--- src/rtl/range_accum_pkg.sv ---
// Shared types and constants for the sequential channel range accumulator.
// Holds the walker FSM state encoding and the operating-mode codes.
// Also provides a small helper to classify the mode field.
package range_accum_pkg;

  typedef enum logic [1:0] {
    ST_IDLE = 2'd0,
    ST_RUN  = 2'd1,
    ST_DONE = 2'd2
  } state_t;

  localparam logic [1:0] MODE_SUM  = 2'b00;
  localparam logic [1:0] MODE_WRAP = 2'b01;
  localparam logic [1:0] MODE_MAX  = 2'b10;

  // Only the explicit max code selects max; 2'b11 behaves as a linear sum.
  function automatic logic is_max_mode(input logic [1:0] mode);
    return (mode == MODE_MAX);
  endfunction

endpackage

--- src/rtl/range_bounds.sv ---
// Combinational range decoder: start channel and channel count for one request.
// Zero latency; purely combinational.
// No flow control; the caller samples the outputs when it accepts a request.
module range_bounds
  import range_accum_pkg::*;
#(
  parameter int N_CH  = 8,
  parameter int IDX_W = $clog2(N_CH)
) (
  input  logic [IDX_W-1:0] i_idx_a,
  input  logic [IDX_W-1:0] i_idx_b,
  input  logic [1:0]       i_mode,
  output logic [IDX_W-1:0] o_start,
  output logic [IDX_W:0]   o_len
);

  logic [IDX_W-1:0] w_lo;
  logic [IDX_W-1:0] w_hi;
  logic [IDX_W-1:0] w_span;

  // Order the two indices for the linear modes.
  always_comb begin
    w_lo = i_idx_a;
    w_hi = i_idx_b;
    if (i_idx_b < i_idx_a) begin
      w_lo = i_idx_b;
      w_hi = i_idx_a;
    end
  end

  // Wrap walks a..b upward; the IDX_W-bit subtraction is already modulo N_CH
  // because N_CH is a power of two, so b == a-1 yields a span of N_CH-1.
  always_comb begin
    o_start = w_lo;
    w_span  = w_hi - w_lo;
    if (i_mode == MODE_WRAP) begin
      o_start = i_idx_a;
      w_span  = i_idx_b - i_idx_a;
    end
    o_len = {1'b0, w_span} + (IDX_W+1)'(1);
  end

endmodule

--- src/rtl/range_accum_seq.sv ---
// Walks a latched range of channels one per clock, accumulating sum or max.
// Latency L+1 cycles from accept to the one-cycle done pulse (L = channels walked).
// start is taken only in IDLE and never queued; clr aborts any state at once.
module range_accum_seq
  import range_accum_pkg::*;
#(
  parameter int N_CH  = 8,
  parameter int W     = 4,
  parameter int IDX_W = $clog2(N_CH),
  parameter int SUM_W = W + IDX_W + 1
) (
  input  logic                i_clk,
  input  logic                i_rst_n,
  input  logic                i_clr,
  input  logic                i_start,
  input  logic [N_CH*W-1:0]   i_din,
  input  logic [IDX_W-1:0]    i_idx_a,
  input  logic [IDX_W-1:0]    i_idx_b,
  input  logic [1:0]          i_mode,
  output logic                o_busy,
  output logic                o_done,
  output logic [SUM_W-1:0]    o_result,
  output logic [IDX_W:0]      o_count
);

  state_t              r_state;
  state_t              w_state_nxt;
  logic [N_CH*W-1:0]   r_din;
  logic [IDX_W-1:0]    r_ptr;
  logic [IDX_W:0]      r_remain;
  logic [IDX_W:0]      r_len;
  logic                r_is_max;
  logic [SUM_W-1:0]    r_acc;
  logic [SUM_W-1:0]    r_result;
  logic [IDX_W:0]      r_count;

  logic [IDX_W-1:0]    w_bnd_start;
  logic [IDX_W:0]      w_bnd_len;
  logic                w_accept;
  logic                w_last;
  logic [W-1:0]        w_ch;
  logic [SUM_W-1:0]    w_ch_ext;
  logic [SUM_W-1:0]    w_acc_nxt;

  range_bounds #(
    .N_CH  (N_CH),
    .IDX_W (IDX_W)
  ) u_bounds (
    .i_idx_a (i_idx_a),
    .i_idx_b (i_idx_b),
    .i_mode  (i_mode),
    .o_start (w_bnd_start),
    .o_len   (w_bnd_len)
  );

  assign w_accept = (r_state == ST_IDLE) && i_start && !i_clr;
  assign w_last   = (r_remain == (IDX_W+1)'(1));
  assign w_ch     = r_din[W*r_ptr +: W];
  assign w_ch_ext = {{(SUM_W-W){1'b0}}, w_ch};

  // Next accumulator value for the channel under the pointer.
  always_comb begin
    w_acc_nxt = r_acc + w_ch_ext;
    if (r_is_max) begin
      w_acc_nxt = (w_ch_ext > r_acc) ? w_ch_ext : r_acc;
    end
  end

  // State register.
  always_ff @(posedge i_clk or negedge i_rst_n) begin
    if (!i_rst_n) begin
      r_state <= ST_IDLE;
    end else begin
      r_state <= w_state_nxt;
    end
  end

  // Next-state logic; clr overrides every transition.
  always_comb begin
    w_state_nxt = r_state;
    if (i_clr) begin
      w_state_nxt = ST_IDLE;
    end else begin
      case (r_state)
        ST_IDLE: if (i_start) w_state_nxt = ST_RUN;
        ST_RUN:  if (w_last)  w_state_nxt = ST_DONE;
        ST_DONE: w_state_nxt = ST_IDLE;
        default: w_state_nxt = ST_IDLE;
      endcase
    end
  end

  // Status outputs decoded from the current state.
  always_comb begin
    o_busy = (r_state == ST_RUN);
    o_done = (r_state == ST_DONE);
  end

  // Datapath: latch the request on accept, walk the range, publish on the last channel.
  always_ff @(posedge i_clk or negedge i_rst_n) begin
    if (!i_rst_n) begin
      r_din    <= '0;
      r_ptr    <= '0;
      r_remain <= '0;
      r_len    <= '0;
      r_is_max <= 1'b0;
      r_acc    <= '0;
      r_result <= '0;
      r_count  <= '0;
    end else if (i_clr) begin
      r_ptr    <= '0;
      r_remain <= '0;
      r_acc    <= '0;
      r_result <= '0;
      r_count  <= '0;
    end else if (w_accept) begin
      r_din    <= i_din;
      r_ptr    <= w_bnd_start;
      r_remain <= w_bnd_len;
      r_len    <= w_bnd_len;
      r_is_max <= is_max_mode(i_mode);
      r_acc    <= '0;
    end else if (r_state == ST_RUN) begin
      r_acc    <= w_acc_nxt;
      r_ptr    <= r_ptr + IDX_W'(1);
      r_remain <= r_remain - (IDX_W+1)'(1);
      // The result register is loaded on the edge into DONE so it is valid
      // in the same cycle as the done pulse.
      if (w_last) begin
        r_result <= w_acc_nxt;
        r_count  <= r_len;
      end
    end
  end

  assign o_result = r_result;
  assign o_count  = r_count;

endmodule

--- config.mk ---
export PLATFORM = sky130hd
export DESIGN_NAME = range_accum_seq
export DESIGN_NICKNAME = d
export VERILOG_FILES = /design/src/rtl/range_accum_pkg.sv /design/src/rtl/range_bounds.sv /design/src/rtl/range_accum_seq.sv
export SDC_FILE = /design/constraint.sdc
export NUM_CORES = 1
export LEC_CHECK = 0
export BUFFER_PORTS_ARGS = -buffer_cell sky130_fd_sc_hd__buf_2
export CORE_AREA = 2 2 83 85
export CTS_CLUSTER_DIAMETER = 40
export DETAILED_ROUTE_END_ITERATION = 8
export DIE_AREA = 0 0 85 87
export PLACE_DENSITY_LB_ADDON = 0.25
export SKIP_CTS_REPAIR_TIMING = 1
export SYNTH_ARGS = -nofsm -noshare
export SYNTH_HDL_FRONTEND = slang
export SYNTH_SLANG_ARGS = --single-unit
--- constraint.sdc ---
create_clock -name i_clk -period 3.9 [get_ports i_clk]
set_input_delay 0 -clock i_clk [delete_from_list [all_inputs] [get_ports i_clk]]
set_output_delay 0 -clock i_clk [all_outputs]
set_load 0.02 [all_outputs]
# == Word-level counts from Yosys, hierarchy flattened ==
# Index checks and enable logic that the tools add are counted.
# totals
regBits,66
inputBits,44
word_cells,64
# op_classes
addsub,6
order_cmp,2
eq_ne,8
n_shift,1
mux,27
bitwise,1
n_reduce_logical,10
# ops
operator,count
2-to-1 mux 8 bit,9
indexed part select 32 x 6 -> 4 bit,1
2-to-1 mux 4 bit,7
2-to-1 mux 3 bit,7
adder 8 x 4 -> 8 bit,1
> comparator 4 x 8 -> 1 bit,1
2-to-1 mux 2 bit,3
subtractor 3 bit,2
adder 3 x 1 -> 4 bit (second input constant),1
== test 2 x 1 -> 1 bit (second input constant),2
== test 2 bit (second input constant),2
== test 4 x 1 -> 1 bit (second input constant),1
case mux 2 bit (2 select lines),1
AND reduction 2 bit,2
nonzero test 2 bit,2
subtractor 4 x 1 -> 4 bit (second input constant),1
adder 3 x 1 -> 3 bit (second input constant),1
< comparator 3 bit,1
!= test 3 x 2 -> 1 bit (second input constant),1
!= test 3 bit (second input constant),1
AND reduction 3 bit,1
nonzero test 3 bit,1
logical AND 1 bit,2
zero test 2 bit,1
other kinds (3),3

# == Logic depth before layout (Yosys ltp) ==
# Gate-level depths: netlist of the first run.
# logic_depth
word_depth,8
mapped_depth,13
ltp_nobuf,13

# == Hierarchy ==
# Synthesis of the first run repeated with hierarchy kept, for this count alone.
# unflattened
cells_unflattened,347
area_unflattened_um2,3842.4
# by_module_without_submodules
module,instances,cells_each,area_each_um2
range_accum_seq,1,294,3455.8
range_bounds,1,53,386.6

# == Worst setup path after synthesis of the first run ==
# Ideal clock, no wire load.
# synth_path
kind,reg-to-reg
start,register r_ptr[1]
end,"register r_result[6], in the netlist o_result[6]"
setup_time_ps,94
arrival_ps,2756
required_time_ps,3806
setup_slack_ps,1051
path_stages_with_launch,13
path_buffers,1
cell_sequence,dfrtp_1 buf_6 mux4_1 mux2i_1 inv_1 ha_1 fa_1 nor2b_1 o21bai_1 a21oi_1 and3_1 xnor2_1 a211oi_1
# synth_between
elab_chain_len,8
word_cells_on_any_way,9
classes_between,add/sub: 1; order compare: 1; shift: 1; mux: 6
# synth_rtl
element,line,source
from (decl),range_accum_seq.sv:29,logic [IDX_W-1:0] r_ptr;
from (signal assigned),range_accum_seq.sv:118,r_ptr <= w_bnd_start;
from (signal assigned),range_accum_seq.sv:125,r_ptr <= r_ptr + IDX_W'(1);
indexed part select 32 x 6 -> 4 bit *,range_accum_seq.sv:58,assign w_ch = r_din[W*r_ptr +: W];
> comparator 4 x 8 -> 1 bit,range_accum_seq.sv:65,w_acc_nxt = (w_ch_ext > r_acc) ? w_ch_ext : r_acc;
2-to-1 mux 8 bit,range_accum_seq.sv:65,
2-to-1 mux 8 bit *,range_accum_seq.sv:64,if (r_is_max) begin
2-to-1 mux 8 bit *,range_accum_seq.sv:129,if (w_last) begin
2-to-1 mux 8 bit *,range_accum_seq.sv:123,end else if (r_state == ST_RUN) begin
2-to-1 mux 8 bit *,range_accum_seq.sv:116,end else if (w_accept) begin
2-to-1 mux 8 bit *,range_accum_seq.sv:110,end else if (i_clr) begin
to (signal assigned),range_accum_seq.sv:130,r_result <= w_acc_nxt;
to (decl),range_accum_seq.sv:34,logic [SUM_W-1:0] r_result;
# Mark *: on every way between the ends. The rest lies on a longest branch, timed or not. The select of a mux whose other input is x is not followed.
# A chain may end at the register's enable or synchronous reset.

# == Worst setup path after layout of the first run ==
# layout_path
start,register r_ptr[1]
end,register r_acc[7]
# layout_between
elab_chain_len,7
word_cells_on_any_way,8
classes_between,add/sub: 1; order compare: 1; shift: 1; mux: 5
# layout_rtl
element,line,source
indexed part select 32 x 6 -> 4 bit *,range_accum_seq.sv:58,
> comparator 4 x 8 -> 1 bit,range_accum_seq.sv:65,
2-to-1 mux 8 bit,range_accum_seq.sv:65,
2-to-1 mux 8 bit *,range_accum_seq.sv:64,
2-to-1 mux 8 bit *,range_accum_seq.sv:123,
2-to-1 mux 8 bit *,range_accum_seq.sv:116,
2-to-1 mux 8 bit *,range_accum_seq.sv:110,
to (signal assigned),range_accum_seq.sv:124,r_acc <= w_acc_nxt;
to (decl),range_accum_seq.sv:33,logic [SUM_W-1:0] r_acc;
# Marks and branches as above.

==> flow_metrics.py, run 1 <==
metrics = {
    "floorplanning": {
        "ioPinCount": 58,
        "core_area_um2": 6570,
        "row_count": 30,
        "die_x_um": 85,
        "die_area_um2": 7400,
        "start_util": 0.555,
        "die_y_um": 87,
    },
    "synthesis": {
        "syn-cell-area_um2": 3650,
        "synth_seq_cells": 66,
        "yosys.cell_types.count": 51,
        "synth_edf_count": 0,
        "synthArstFlopShare": 1.00,
        "synth-main-ff-cell": "dfrtp_1",
        "yosys_warnings": 0,
        "synth_cells": 387,
        "synth_nets": 450,
        "syn_area_per_cell_um2": 9.42,
        "ys_seq_area_frac": 0.453,
    },
    "worst_setup_path": {
        "crit_chain": "mux4_1 -> mux2_2 -> ha_1 -> nand2b_1 -> a21oi_1 -> o21bai_1 -> a211oi_1 -> nand2_1 -> mux2_2",
        "critical_path_peak_fanout": 10,
        "path_class": "reg2reg",
        "crit_slowest_cell": "mux4_1",
        "worstReg2RegStart": "r_ptr[1]",
        "cp.required_ns": 4.11,
        "crit_top_cell": "mux2_2",
        "cp-end-kind": "flop",
        "cp_slowest_stage_delay_ns": 0.63,
        "reg2regPathDepth": 9,
        "arrival_ns": 3.46,
        "timing.rr.end": "r_acc[7]",
        "start_kind": "flop",
        "rrSetupSlack_ns": 0.65,
    },
    "min_path": {
        "hp-start": "i_mode[1]",
        "hp-class": "in2reg",
        "hold_depth": 3,
        "hold_path_end": "r_is_max",
    },
    "detailed_routing": {
        "ant_nets": 0,
        "vias": 3053,
        "wl_met3_um": 352,
        "drcViolationCount": 0,
        "drt-vias-per-instance": 5.48,
        "top_layer_used": "met4",
        "wl_met1_mm": 3.69,
        "firstDrtPassIters": 5,
        "first_iter_violations": 201,
        "wl_per_cell_um": 14.9,
        "met2_length_mm": 4.07,
        "routed_wl_mm": 8.28,
    },
    "pwr": {
        "sequentialPowerShare": 0.436,
        "p_clk_frac": 0.220,
        "p_sw_w": 0.000756,
        "switching_share": 0.354,
        "intPower_w": 0.00138,
        "power_frac_comb": 0.345,
        "p_leak_nw": 2.26,
        "powerDensity_nw_per_um2": 480,
        "peakVddDrop_mv": 0.361,
    },
    "clock_tree": {
        "cts_sinks": 66,
        "clk_pin_slew_ns": 0.07,
        "cts_buffers": 9,
        "cts.path.max_buffers": 2,
        "htree_num_levels": 3,
        "cts_root_buf": "clkbuf_8",
        "cts_tree": "yes",
        "clock_latency_ns": 0.34,
    },
    "grt": {
        "overflow": 0,
        "antenna_found_initial": 0,
        "grt.total_usage": 0.222,
        "grt_pass1_vias": 2749,
        "grt_start_max_net_pins": 67,
        "grt_first_pass_wirelength_mm": 13.0,
    },
    "cells_and_area": {
        "area_growth_pct": 22.0,
        "final_cell_mix": "nand2_1, dfrtp_1, buf_2",
        "final_common_cell": "nand2_1",
        "nets": 536,
        "finish.utilization": 0.677,
        "drive_above_1_share": 0.176,
        "antenna_cells": 0,
    },
    "timing": {
        "fmax_mhz": 308,
        "max-slew-margin-rel": 0.458,
        "final_hold_viol_count": 0,
        "rsz0062_at_grt": "no",
        "setup_viol": 0,
        "layout_min_cycle_time_ns": 3.25,
        "fin_ws_ns": 0.651,
        "fin_skew_ns": 0.00858,
        "slew_violations": 0,
        "worst_slew_pin_slew_ns": 0.813,
        "fin_setup_tns_ns": 0,
        "period_share": 0.833,
    },
    "place": {
        "gp_congestion": 0.938,
        "place_ws_ns": 0.658,
        "io_buffers": 57,
        "place_hpwl_mm": 5.55,
    },
    "job": {
        "max_cap_violations": 0,
    },
    "outcome": {
        "outcome": "completed",
    },
}
## worst max-delay path, delay by kind of cell, from the launching register on
kind                     cells  cell delay, ns
adder cells (fa/ha/maj)      1            0.30
AND/OR/NAND/NOR              2            0.26
AO/OA/AOI/OAI                3            0.70
flip-flops                   1            0.62
multiplexers                 3            1.25
## stage by stage
step                hold WS [ns]  total power [W]  std cells  area (um^2)
floorplan                 -0.296          0.00146        387         3650
global placement           0.189          0.00161        509         3970
detailed placement         0.191          0.00164        509         3970
CTS                       -0.158          0.00211        524         4120
global route             0.00288          0.00228        557         4450
finish                   0.00176          0.00213        557         4450
## metal layers
metal | track usage | vias up
met5 | 0 | -
met2 | 0.360 | 87
li1 | - | 1481
met4 | 0.0967 | 0
met1 | 0.299 | 1471
met3 | 0.0341 | 14
## worst max path at each step
stage                   from           to  slack [ns]  cells after the start
finish              r_ptr[1]     r_acc[7]        0.65                      9
global route        r_ptr[1]  o_result[6]        0.45                     11
CTS                 r_ptr[1]     r_acc[7]        0.65                      9
detailed placement  r_ptr[1]     r_acc[7]        0.66                      9
global placement    r_ptr[1]  o_result[6]        0.78                     11
floorplan           r_ptr[1]  o_result[6]        1.05                     12
## kinds of logic after synthesis
kind of cell | count (synthesis) | share of synthesized area
buf+inv | 37 | 0.0460
simple gates | 178 | 0.207
flops | 66 | 0.453
fa+ha+maj | 19 | 0.0693
xor+xnor | 9 | 0.0216
mux | 18 | 0.0871
compound gates | 60 | 0.116
## power groups by stage
stage,logic [W],registers (W),clock network (W)
after floorplan,0.000559,0.000896,0
after global placement,0.000678,0.000935,0
after detailed placement,0.000704,0.000939,0
after CTS,0.000708,0.000926,0.000476
after global routing,0.000823,0.000946,0.000509
final,0.000736,0.000929,0.000468
## synth_stat cells (3+ instances only)
cell | count | area, um^2
o31ai_1 | 3 | 22.5
nor2b_1 | 5 | 31.3
o22ai_1 | 3 | 18.8
nand2b_1 | 7 | 43.8
o21bai_1 | 3 | 22.5
xnor2_1 | 7 | 61.3
a21oi_1 | 15 | 75.1
dfrtp_1 | 66 | 1650
nand2_1 | 123 | 462
and2_1 | 3 | 18.8
ha_1 | 17 | 213
nor4_1 | 3 | 18.8
clkbuf_1 | 14 | 52.6
a22o_1 | 3 | 26.3
nor2_1 | 23 | 86.3
nor3b_1 | 3 | 22.5
mux2i_1 | 4 | 40.0
a211oi_1 | 8 | 60.1
mux4_1 | 8 | 210
and3_1 | 4 | 25.0
mux2_2 | 6 | 67.6
o21ai_0 | 8 | 40.0
inv_1 | 16 | 60.1
## final cells by class
| class | instances | area (um^2) |
|---|---|---|
| flip-flops and latches | 66 | 1650 |
| repair buffers | 94 | 646 |
| clock buffers | 12 | 135 |
| fillers | 557 | 2120 |
| multi-input cells | 284 | 1830 |
| well taps | 80 | 100 |
| clock inverters | 3 | 17.5 |
| inverters | 18 | 67.6 |
## registers in the layout (all words and copies together), names as in the netlist
| register | count |
|---|---|
| r_din | 32 |
| o_count | 4 |
| r_len | 4 |
| r_is_max | 1 |
| r_ptr | 3 |
| r_remain | 4 |
| r_state | 2 |
| o_result | 8 |
| r_acc | 8 |
Power figures use the tool's default switching activity.
==> inputs of run 2 (changes only) <==
==> constraint.sdc (replaced) <==
create_clock -name i_clk -period 3.3 [get_ports i_clk]
set_input_delay 0 -clock i_clk [delete_from_list [all_inputs] [get_ports i_clk]]
set_output_delay 0 -clock i_clk [all_outputs]
set_load 0.02 [all_outputs]
==> flow_metrics.py, run 2 (synthesized netlist as in run 1, its figures left out) <==
metrics = {
    "outcome": {
        "outcome": "finished with violations",
        "violations": "hold timing",
    },
    "grt": {
        "grt_first_pass_wirelength_mm": 13.2,
        "grt_start_max_net_pins": 50,
        "overflow": 0,
        "grt.total_usage": 0.229,
        "antenna_found_initial": 0,
        "grt_pass1_vias": 2745,
    },
    "worst_setup_path": {
        "start_kind": "flop",
        "critPathBufInv": 1,
        "crit_slowest_cell": "mux4_1",
        "reg2regPathDepth": 11,
        "worstReg2RegStart": "r_ptr[1]",
        "cp-end-kind": "flop",
        "arrival_ns": 3.36,
        "crit_start": "r_ptr[1]",
        "crit_chain": "mux4_1 -> mux2i_2 -> inv_1 -> ha_1 -> fa_1 -> nor2b_1 -> o21bai_1 -> a21oi_1 -> and3_1 -> xnor2_1 -> a211oi_1",
        "critical_path_peak_fanout": 10,
        "rrSetupSlack_ns": 0.21,
        "path_class": "reg2reg",
        "timing.rr.end": "o_result[6]",
        "cp_slowest_stage_delay_ns": 0.60,
        "cp.required_ns": 3.56,
        "cp_top_family": "multiplexers",
    },
    "pwr": {
        "sequentialPowerShare": 0.394,
        "intPower_w": 0.00187,
        "p_leak_nw": 2.30,
        "p_sw_w": 0.000924,
        "peakVddDrop_mv": 0.365,
        "switching_share": 0.331,
        "powerDensity_nw_per_um2": 614,
        "power_frac_comb": 0.314,
        "p_clk_frac": 0.291,
    },
    "min_path": {
        "hp-start": "i_mode[0]",
        "hold_path_end": "r_is_max",
        "hold_depth": 3,
        "hp-class": "in2reg",
    },
    "timing": {
        "fin_ws_ns": 0.205,
        "fmax_mhz": 323,
        "max-slew-margin-rel": 0.282,
        "fin_setup_tns_ns": 0,
        "final_hold_viol_count": 1,
        "worst_slew_pin_slew_ns": 1.08,
        "setup_viol": 0,
        "rsz0062_at_grt": "no",
        "fin_skew_ns": 0.00898,
        "layout_min_cycle_time_ns": 3.09,
        "slew_violations": 0,
        "whs_ns": -0.0146,
        "period_share": 0.938,
    },
    "cells_and_area": {
        "largest_reg_flops": 32,
        "nets": 538,
        "drive_above_1_share": 0.185,
        "finish.utilization": 0.693,
        "fin_cells": 560,
        "antenna_cells": 0,
        "final_common_cell": "nand2_1",
        "final_cell_mix": "nand2_1, dfrtp_1, buf_2",
        "top_register": "r_din",
        "area_growth_pct": 24.8,
    },
    "detailed_routing": {
        "first_iter_violations": 139,
        "ant_nets": 0,
        "wl_per_cell_um": 14.9,
        "firstDrtPassIters": 4,
        "routed_wl_mm": 8.34,
        "drt-vias-per-instance": 5.45,
        "vias": 3053,
        "drcViolationCount": 0,
    },
    "floorplanning": {
        "die_y_um": 87,
        "core_area_um2": 6570,
        "start_util": 0.555,
        "ioPinCount": 58,
        "die_x_um": 85,
        "row_count": 30,
        "die_area_um2": 7400,
    },
    "clock_tree": {
        "clk_pin_slew_ns": 0.07,
        "cts_sinks": 66,
        "cts_root_buf": "clkbuf_8",
        "htree_num_levels": 3,
        "cts_tree": "yes",
        "cts_buffers": 9,
        "clock_latency_ns": 0.35,
        "cts.path.max_buffers": 2,
    },
    "place": {
        "io_buffers": 57,
        "dpl.cell_count": 509,
        "place_hpwl_mm": 5.71,
        "gp_congestion": 0.941,
        "place_ws_ns": 0.0682,
    },
    "job": {
        "max_cap_violations": 0,
    },
}
==> run 2: final cells by class <==
cell class | instances | area, um^2
fillers | 515 | 2020
clock buffers | 11 | 131
well taps | 80 | 100
multi-input cells | 284 | 1830
repair buffers | 96 | 663
inverters | 18 | 67.6
clock inverters | 5 | 103
flip-flops and latches | 66 | 1650
==> run 2: layer usage <==
layer	GRT usage	routed length [um]
met3	0.0370	298
met1	0.301	3700
met5	0	0
met2	0.379	4160
met4	0.0952	176
==> run 2: worst reg2reg max path: stages (launching register included) <==
cell,delay (ns)
dfrtp_2,0.51
mux4_1,0.60
mux2i_2,0.19
inv_1,0.07
ha_1,0.21
fa_1,0.39
nor2b_1,0.14
o21bai_1,0.13
a21oi_1,0.14
and3_1,0.24
xnor2_1,0.13
a211oi_1,0.23
==> run 2: worst max path at each step <==
stage	cells past startpoint	slack (ns)	endpoint
2_1_floorplan	12	0.45	o_result[6]
3_3_place_gp	11	0.18	o_result[6]
3_5_place_dp	11	0.07	o_result[6]
4_1_cts	11	0.04	o_result[6]
5_1_grt	9	0.02	r_acc[7]
6_report	11	0.21	o_result[6]
==> run 2: power groups by stage <==
stage	logic, W	registers, W	clock network, W
after CTS	0.000839	0.00110	0.000823
final	0.000878	0.00110	0.000813
after global placement	0.000800	0.00111	0
after global routing	0.000978	0.00112	0.000860
after detailed placement	0.000832	0.00112	0
after floorplan	0.000661	0.00106	0
==> run 2: per-stage QoR <==
| step | total power, W | instance area (um^2) |
|---|---|---|
| after floorplan | 0.00172 | 3650 |
| after global placement | 0.00191 | 3970 |
| after detailed placement | 0.00195 | 3970 |
| after CTS | 0.00276 | 4200 |
| after global routing | 0.00296 | 4550 |
| final | 0.00279 | 4550 |
